`src/rtl/ysyx_22050019_lsu_stage.sv`:
```
// Load/store unit stage: one memory op at a time over a valid/ready 64-bit data bus, feeding MEM_WB.
// Optional misaligned-access trapping is enabled by defining LSU_MISALIGN_CHECK_EN.
module ysyx_22050019_lsu_stage #(
    parameter int AW = 64,
    parameter int DW = 64
) (
    input  logic          clk,
    input  logic          rst_n,
    input  logic          ex_valid_i,
    input  logic          ex_mem_ren_i,
    input  logic          ex_mem_wen_i,
    input  logic [2:0]    ex_funct3_i,
    input  logic [AW-1:0] ex_addr_i,
    input  logic [DW-1:0] ex_wdata_i,
    input  logic [4:0]    ex_rd_i,
    output logic          mem_req_valid_o,
    input  logic          mem_req_ready_i,
    output logic [AW-1:0] mem_req_addr_o,
    output logic          mem_req_wen_o,
    output logic [DW-1:0] mem_req_wdata_o,
    output logic [DW/8-1:0] mem_req_wstrb_o,
    input  logic          mem_resp_valid_i,
    input  logic [DW-1:0] mem_resp_rdata_i,
    output logic          lsu_stall_o,
    output logic          lsu_done_o,
    output logic          reg_we_lsu_o,
    output logic [4:0]    reg_waddr_lsu_o,
    output logic [DW-1:0] reg_wdata_lsu_o,
    output logic          lsu_fault_o,
    output logic [AW-1:0] lsu_fault_addr_o
);

    localparam int SW = DW / 8;

    typedef enum logic [1:0] {
        IDLE = 2'd0,
        REQ  = 2'd1,
        RESP = 2'd2
    } state_e;

    state_e state_q, state_d;

    logic          op_wen_q;
    logic [2:0]    funct3_q;
    logic [AW-1:0] addr_q;
    logic [DW-1:0] wdata_q;
    logic [4:0]    rd_q;

    logic          done_q;
    logic          reg_we_q;
    logic [4:0]    reg_waddr_q;
    logic [DW-1:0] reg_wdata_q;

    logic accept;
    logic mis;
    logic resp_fire;
    logic load_wb;

    function automatic logic [DW-1:0] store_align(input logic [DW-1:0] wdata,
                                                  input logic [2:0]    off);
        return wdata << {off, 3'b000};
    endfunction

    // Bits shifted past the top lane are intentionally lost (no split accesses).
    function automatic logic [SW-1:0] store_strobe(input logic [2:0] f3,
                                                   input logic [2:0] off);
        logic [SW-1:0] s;
        case (f3[1:0])
            2'b00:   s = 8'h01 << off;
            2'b01:   s = 8'h03 << off;
            2'b10:   s = 8'h0F << off;
            default: s = 8'hFF;
        endcase
        return s;
    endfunction

    function automatic logic [DW-1:0] load_extract(input logic [DW-1:0] rdata,
                                                   input logic [2:0]    off,
                                                   input logic [2:0]    f3);
        logic        [DW-1:0] r;
        logic signed [DW-1:0] v;
        r = rdata >> {off, 3'b000};
        case (f3)
            3'b000:  v = {{56{r[7]}},  r[7:0]};
            3'b001:  v = {{48{r[15]}}, r[15:0]};
            3'b010:  v = {{32{r[31]}}, r[31:0]};
            3'b011:  v = r;
            3'b100:  v = {56'd0, r[7:0]};
            3'b101:  v = {48'd0, r[15:0]};
            3'b110:  v = {32'd0, r[31:0]};
            default: v = '0;
        endcase
        return v;
    endfunction

    assign accept    = (state_q == IDLE) & ex_valid_i & (ex_mem_ren_i | ex_mem_wen_i);
    assign resp_fire = (state_q == RESP) & mem_resp_valid_i;
    assign load_wb   = resp_fire & ~op_wen_q & (rd_q != 5'd0);

`ifdef LSU_MISALIGN_CHECK_EN
    logic          fault_q;
    logic [AW-1:0] fault_addr_q;

    function automatic logic misaligned(input logic [2:0] f3, input logic [2:0] off);
        logic m;
        case (f3)
            3'b001, 3'b101: m = off[0];
            3'b010, 3'b110: m = (off[1:0] != 2'b00);
            3'b011:         m = (off != 3'b000);
            default:        m = 1'b0;
        endcase
        return m;
    endfunction

    assign mis = accept & misaligned(ex_funct3_i, ex_addr_i[2:0]);

    always_ff @(posedge clk) begin
        if (!rst_n) begin
            fault_q      <= 1'b0;
            fault_addr_q <= '0;
        end else begin
            fault_q      <= mis;
            fault_addr_q <= mis ? ex_addr_i : '0;
        end
    end

    assign lsu_fault_o      = fault_q;
    assign lsu_fault_addr_o = fault_addr_q;
`else
    assign mis              = 1'b0;
    assign lsu_fault_o      = 1'b0;
    assign lsu_fault_addr_o = '0;
`endif

    always_ff @(posedge clk) begin
        if (!rst_n) begin
            state_q <= IDLE;
        end else begin
            state_q <= state_d;
        end
    end

    always_comb begin
        state_d = state_q;
        unique case (state_q)
            IDLE:    if (accept && !mis) state_d = REQ;
            REQ:     if (mem_req_ready_i) state_d = RESP;
            RESP:    if (mem_resp_valid_i) state_d = IDLE;
            default: state_d = IDLE;
        endcase
    end

    // Op capture: only consumed while the FSM is busy, so left unreset.
    always_ff @(posedge clk) begin
        if (accept) begin
            op_wen_q <= ex_mem_wen_i;
            funct3_q <= ex_funct3_i;
            addr_q   <= ex_addr_i;
            wdata_q  <= ex_wdata_i;
            rd_q     <= ex_rd_i;
        end
    end

    // Completion stage: one-cycle pulse after the response, zero otherwise.
    always_ff @(posedge clk) begin
        if (!rst_n) begin
            done_q      <= 1'b0;
            reg_we_q    <= 1'b0;
            reg_waddr_q <= '0;
            reg_wdata_q <= '0;
        end else begin
            done_q      <= resp_fire | mis;
            reg_we_q    <= load_wb;
            reg_waddr_q <= load_wb ? rd_q : 5'd0;
            reg_wdata_q <= load_wb ? load_extract(mem_resp_rdata_i, addr_q[2:0], funct3_q) : '0;
        end
    end

    always_comb begin
        mem_req_valid_o = 1'b0;
        mem_req_addr_o  = '0;
        mem_req_wen_o   = 1'b0;
        mem_req_wdata_o = '0;
        mem_req_wstrb_o = '0;
        if (state_q == REQ) begin
            mem_req_valid_o = 1'b1;
            mem_req_addr_o  = {addr_q[AW-1:3], 3'b000};
            mem_req_wen_o   = op_wen_q;
            if (op_wen_q) begin
                mem_req_wdata_o = store_align(wdata_q, addr_q[2:0]);
                mem_req_wstrb_o = store_strobe(funct3_q, addr_q[2:0]);
            end
        end
    end

    assign lsu_stall_o     = (state_q != IDLE) | accept;
    assign lsu_done_o      = done_q;
    assign reg_we_lsu_o    = reg_we_q;
    assign reg_waddr_lsu_o = reg_waddr_q;
    assign reg_wdata_lsu_o = reg_wdata_q;

endmodule

```
`config.mk`:
```
export PLATFORM = sky130hd
export DESIGN_NAME = ysyx_22050019_lsu_stage
export DESIGN_NICKNAME = d
export VERILOG_FILES = /design/src/rtl/ysyx_22050019_lsu_stage.sv
export SDC_FILE = /design/constraint.sdc
export NUM_CORES = 1
export LEC_CHECK = 0
export ABC_AREA = 0
export CAP_MARGIN = 20
export CORE_AREA = 2 2 188 190
export DETAILED_ROUTE_END_ITERATION = 16
export DIE_AREA = 0 0 190 192
export RECOVER_POWER = 50
export SYNTH_ARGS = -nofsm -noshare
export SYNTH_HDL_FRONTEND = slang
export SYNTH_SLANG_ARGS = --single-unit
export TNS_END_PERCENT = 30
```
`constraint.sdc`:
```
create_clock -name clk -period 14.2 [get_ports clk]
set_clock_uncertainty 0.2 [all_clocks]
set_input_delay 2.84 -clock clk [delete_from_list [all_inputs] [get_ports clk]]
set_output_delay 2.84 -clock clk [all_outputs]
set_load 0.005 [all_outputs]
```
# Word-level counts from Yosys, hierarchy flattened
# Cells that the tools add are included.
classes:
  n_eq_ne: 13
  shift: 5
  n_mux: 13
  bitwise_logic: 8
  n_reduce_logical: 7
ops:
  columns: ["operator", "count"]
  rows:
  - ["64-bit one-hot mux with 7 select lines", 1]
  - ["64-bit 2-to-1 mux", 3]
  - ["64-bit by 6-bit << shifter with 64-bit output", 1]
  - ["64-bit by 6-bit >> shifter with 64-bit output", 1]
  - ["8-bit one-hot mux with 3 select lines", 1]
  - ["8-bit 2-to-1 mux", 2]
  - ["3-bit equality test, second input constant", 3]
  - ["1-bit by 3-bit << shifter with 8-bit output, first input constant", 1]
  - ["2-bit by 3-bit << shifter with 8-bit output, first input constant", 1]
  - ["4-bit by 3-bit << shifter with 8-bit output, first input constant", 1]
  - ["3-bit by 2-bit equality test with 1-bit output, second input constant", 2]
  - ["2-bit 2-to-1 mux", 3]
  - ["2-bit != test, second input constant", 3]
  - ["2-bit one-hot mux with 3 select lines", 1]
  - ["1-bit AND", 5]
  - ["5-bit nonzero test", 1]
  - ["2-bit by 1-bit equality test with 1-bit output, second input constant", 2]
  - ["2-bit equality test, second input constant", 2]
  - ["2-bit logical NOT", 2]
  - ["3-bit by 1-bit equality test with 1-bit output, second input constant", 1]
  - ["3-bit logical NOT", 1]
  - ["3-bit AND reduction", 1]
  - ["1-bit 2-to-1 mux", 2]
  - ["1-bit bitwise OR", 2]
  - ["3 further kinds", 3]
word_totals:
  reg_bits: 210
  in_bits: 207

# Longest topological paths before layout
logic_depth:
  word_depth: 5
  depth_mapped: 9

# Worst setup path after synthesis
# No wires, ideal clock.
synth_timing:
  kind: "input port to flip-flop"
  start: "in ex_mem_wen_i"
  end: "reg state_q[0]"
  arrival_ns: 12.956
  path_slack_ns: 0.943
  cell_stages: 3
  path_buffers: 0
  cell_sequence: "o21ai_0 > nor3_1 > o21a_1"
synth_between:
  elab_chain_len: 4
synth_lines:
  columns: ["item", "line", "source"]
  rows:
  - ["start, declared", "11", "input logic ex_mem_wen_i,"]
  - ["1-bit bitwise OR", "96", "assign accept = (state_q == IDLE) & ex_valid_i & (ex_mem_ren_i | ex_mem_wen_i);"]
  - ["1-bit AND", "96", null]
  - ["via accept", "54", "logic accept;"]
  - ["2-bit != test (no source line)", null, null]
  - ["3-bit AND reduction (no source line)", null, null]
  - ["end signal, assigned", "139", "state_q <= state_d;"]
  - ["end, declared", "41", "state_e state_q, state_d;"]
# The timed path passes the listed nets, and every way through them passes these cells.
# A chain may end at the register's enable or synchronous reset.

# Worst setup path after layout
layout_timing:
  start: "in ex_mem_wen_i"
  end: "out lsu_stall_o"
layout_between:
  elab_chain_len: 3
layout_lines:
  columns: ["item", "line", "source"]
  rows:
  - ["1-bit bitwise OR", "96", null]
  - ["1-bit AND", "96", null]
  - ["1-bit bitwise OR", "196", "assign lsu_stall_o = (state_q != IDLE) | accept;"]
  - ["end, declared", "24", "output logic lsu_stall_o,"]
# No other way between the ends.

==> out/metrics.cfg <==
[status]
status=complete, but fails checks
violations=capacitance limit, slew limit

[timing]
slew_headroom_pct=-102
hold_ws_ns=0.261
layout_min_cycle_time_ns=7.19
max_freq_ghz=0.139
worst_pin_slew_ns=3.03
slew_viol_final=98
rsz0062_at_grt=false
setup_ws_ns=7.01
setup_viol=0
tns_ns=0
min_period_over_period_pct=50.7
finalHoldViolations=0

[routing]
first_iter_violations=559
drt_first_pass_iters=5
antenna_left=0
wl_um=39800
viasPerCell=4.98
wirelength_met1_um=14900
wl_per_cell_um=21.4
vias=9271
routed.top_layer=met5
drc_errors=0
wl_met3_um=3170
wl_met2_um=20700

[synth]
synth_ff_type=edfxtp_1
netlist.top_cell.by_area=edfxtp_1
netlist_top_cells_count=edfxtp_1, nand2_1, a21oi_1
ys_seq_area_share_pct=49.9
synth_top_cell_area_share_pct=36.8
async_flop_share_pct=0
ys_types=54
synth-edff-count=137
ys_ff_latch=210
avgSynthCellArea_um2=11.2
ys.warnings.count=0
synth_most_common_cell=edfxtp_1
netlist_area_um2=11200
synth_area_leaders=edfxtp_1, dfxtp_1, mux4_2
syn_inst=999

[critical_path]
worst_r2r_startpoint=state_q[1]
arrival_ns=4.15
worstSetupStartpointType=input port
path_class=in2out
reg2reg_to=addr_q[14]
r2r_cells=3
worstPathRequired_ns=11.16
reg2reg_slack_ns=9.87
critical_path.max_fanout=2
cp-end-kind=primary output

[clock_tree]
cts_buffers=26
cts_hold_buf=0
clk_pin_slew_ns=0.05
cts_tree=yes
htreeDepth=1
clk_latency_ns=0.53
clock_tree.root_cell=clkbuf_16
post_cts_buffers=0
post_cts_resized=0
cts.sinks=210
clockBufferDepth=3

[floorplanning]
row_count=68
die_w_um=190
dieArea_um2=36500
initial_core_util_pct=32.6
ioPinCount=482
die_h_um=192
core-area_um2=34300

[power]
p_int_w=0.00120
p_comb_share_pct=16.5
leakage_nw=6.16
sw_frac_of_total_pct=25.0
pwr-share-clk_pct=39.7
p_sw_w=0.000399
pwr-share-seq_pct=43.8
ir_worst_vdd_mv=0.0806
power_density_nw_per_um2=98.7

[global_route]
track_usage_pct=21.2
antenna_found_initial=12
grt_pass1_wl_um=58000
grt_max_degree=77
overflow=0
grt_pass1_vias=9193

[min_path]
min-delay-start=rd_q[0]
whs_path_depth=1
hold_end=reg_waddr_lsu_o[0]
hold_path.class=reg2reg

[place]
place_ws_ns=7.07
gp_congestion=0.872
hpwl_um=29500
io_buffers=413

[flow_run]
cap_violations=3

[finish]
multi_input_area_um2=4900
fillers=3186
final_layout_size_suffix_gt1_share_pct=9.54
final-seq-area_um2=5580
fin_nets=1597
area_growth_pct=45.0

-- layout by cell type (no fill, tap or decap), types with 11 or more instances in the layout --
master and count:
clkdlybuf4s50_1 219, buf_4 14, nand2_1 104, mux2i_1 71, dfxtp_1 73, nor2_1 78, a21oi_1 97, o21ai_0 23
and2_1 74, a22oi_1 14, mux2_2 18, conb_1 68, clkbuf_16 27, nand3_1 11, dlygate4sd3_1 194, mux4_2 44
edfxtp_1 137, and3_1 20
-- worst max-delay path: stages --
cell,delay (ns)
dlygate4sd3_1,0.54
o21ai_0,0.24
nand2_1,0.08
clkdlybuf4s50_1,0.45
-- logic make-up after synthesis --
kind of cell	Yosys count	share of synthesized area (%)
other	1	0.0336
flip-flops	210	49.9
buffers and inverters	151	8.46
multiplexers	134	17.2
adder cells (fa/ha/maj)	5	0.560
AND/OR/NAND/NOR	309	13.2
AO/OA/AOI/OAI	189	10.7
-- power by group through the flow --
stage | Combinational, W | Clock, W | Sequential [W]
2_1_floorplan | 0.000158 | 0 | 0.000713
3_3_place_gp | 0.000270 | 0 | 0.000711
3_5_place_dp | 0.000271 | 0 | 0.000712
4_1_cts | 0.000273 | 0.000653 | 0.000700
5_1_grt | 0.000286 | 0.000679 | 0.000703
6_report | 0.000264 | 0.000634 | 0.000701
-- worst max-delay path by stage --
stage	start	endpoint	slack, ns	cells past startpoint
floorplan	ex_mem_wen_i	state_q[0]	0.94	3
CTS	ex_mem_wen_i	lsu_stall_o	7.06	4
global route	ex_mem_wen_i	lsu_stall_o	6.91	4
detailed placement	ex_mem_wen_i	lsu_stall_o	7.07	4
global placement	ex_mem_wen_i	lsu_stall_o	7.04	4
finish	ex_mem_wen_i	lsu_stall_o	7.01	4
-- per-stage QoR --
| step | utilization, % | total power (W) | cells | instance area [um2] |
|---|---|---|---|---|
| 6_report | 47.3 | 0.00160 | 1863 | 16200 |
| 3_3_place_gp | 44.8 | 0.000981 | 1809 | 15400 |
| 3_5_place_dp | 44.8 | 0.000984 | 1810 | 15400 |
| 2_1_floorplan | - | 0.000871 | 1066 | 11400 |
| 5_1_grt | 47.3 | 0.00167 | 1863 | 16200 |
| 4_1_cts | 47.2 | 0.00163 | 1857 | 16200 |
-- layout make-up --
type                       count  area share (%)
clock inverter                16           0.811
tap                          455            3.51
inverter                      10           0.232
sequential                   210            34.4
antenna                        4          0.0618
timing repair buffer         432            26.5
clock buffer                  31            4.26
multi-input combinational    705            30.3
-- state kept, by name, summed over array words and instances (netlist names) --
| register | cells |
|---|---|
| state_q | 2 |
| rd_q | 5 |
| op_wen_q | 1 |
| reg_we_lsu_o | 1 |
| wdata_q | 64 |
| funct3_q | 3 |
| reg_waddr_lsu_o | 5 |
| lsu_done_o | 1 |
| reg_wdata_lsu_o | 64 |
| addr_q | 64 |
-- layer usage --
metal | track usage [%] | vias up
li1 | - | 4252
met1 | 24.5 | 4464
met2 | 39.0 | 473
met3 | 4.95 | 76
met4 | 6.05 | 6
met5 | 0 | -
(Power assumes the default switching activity.)
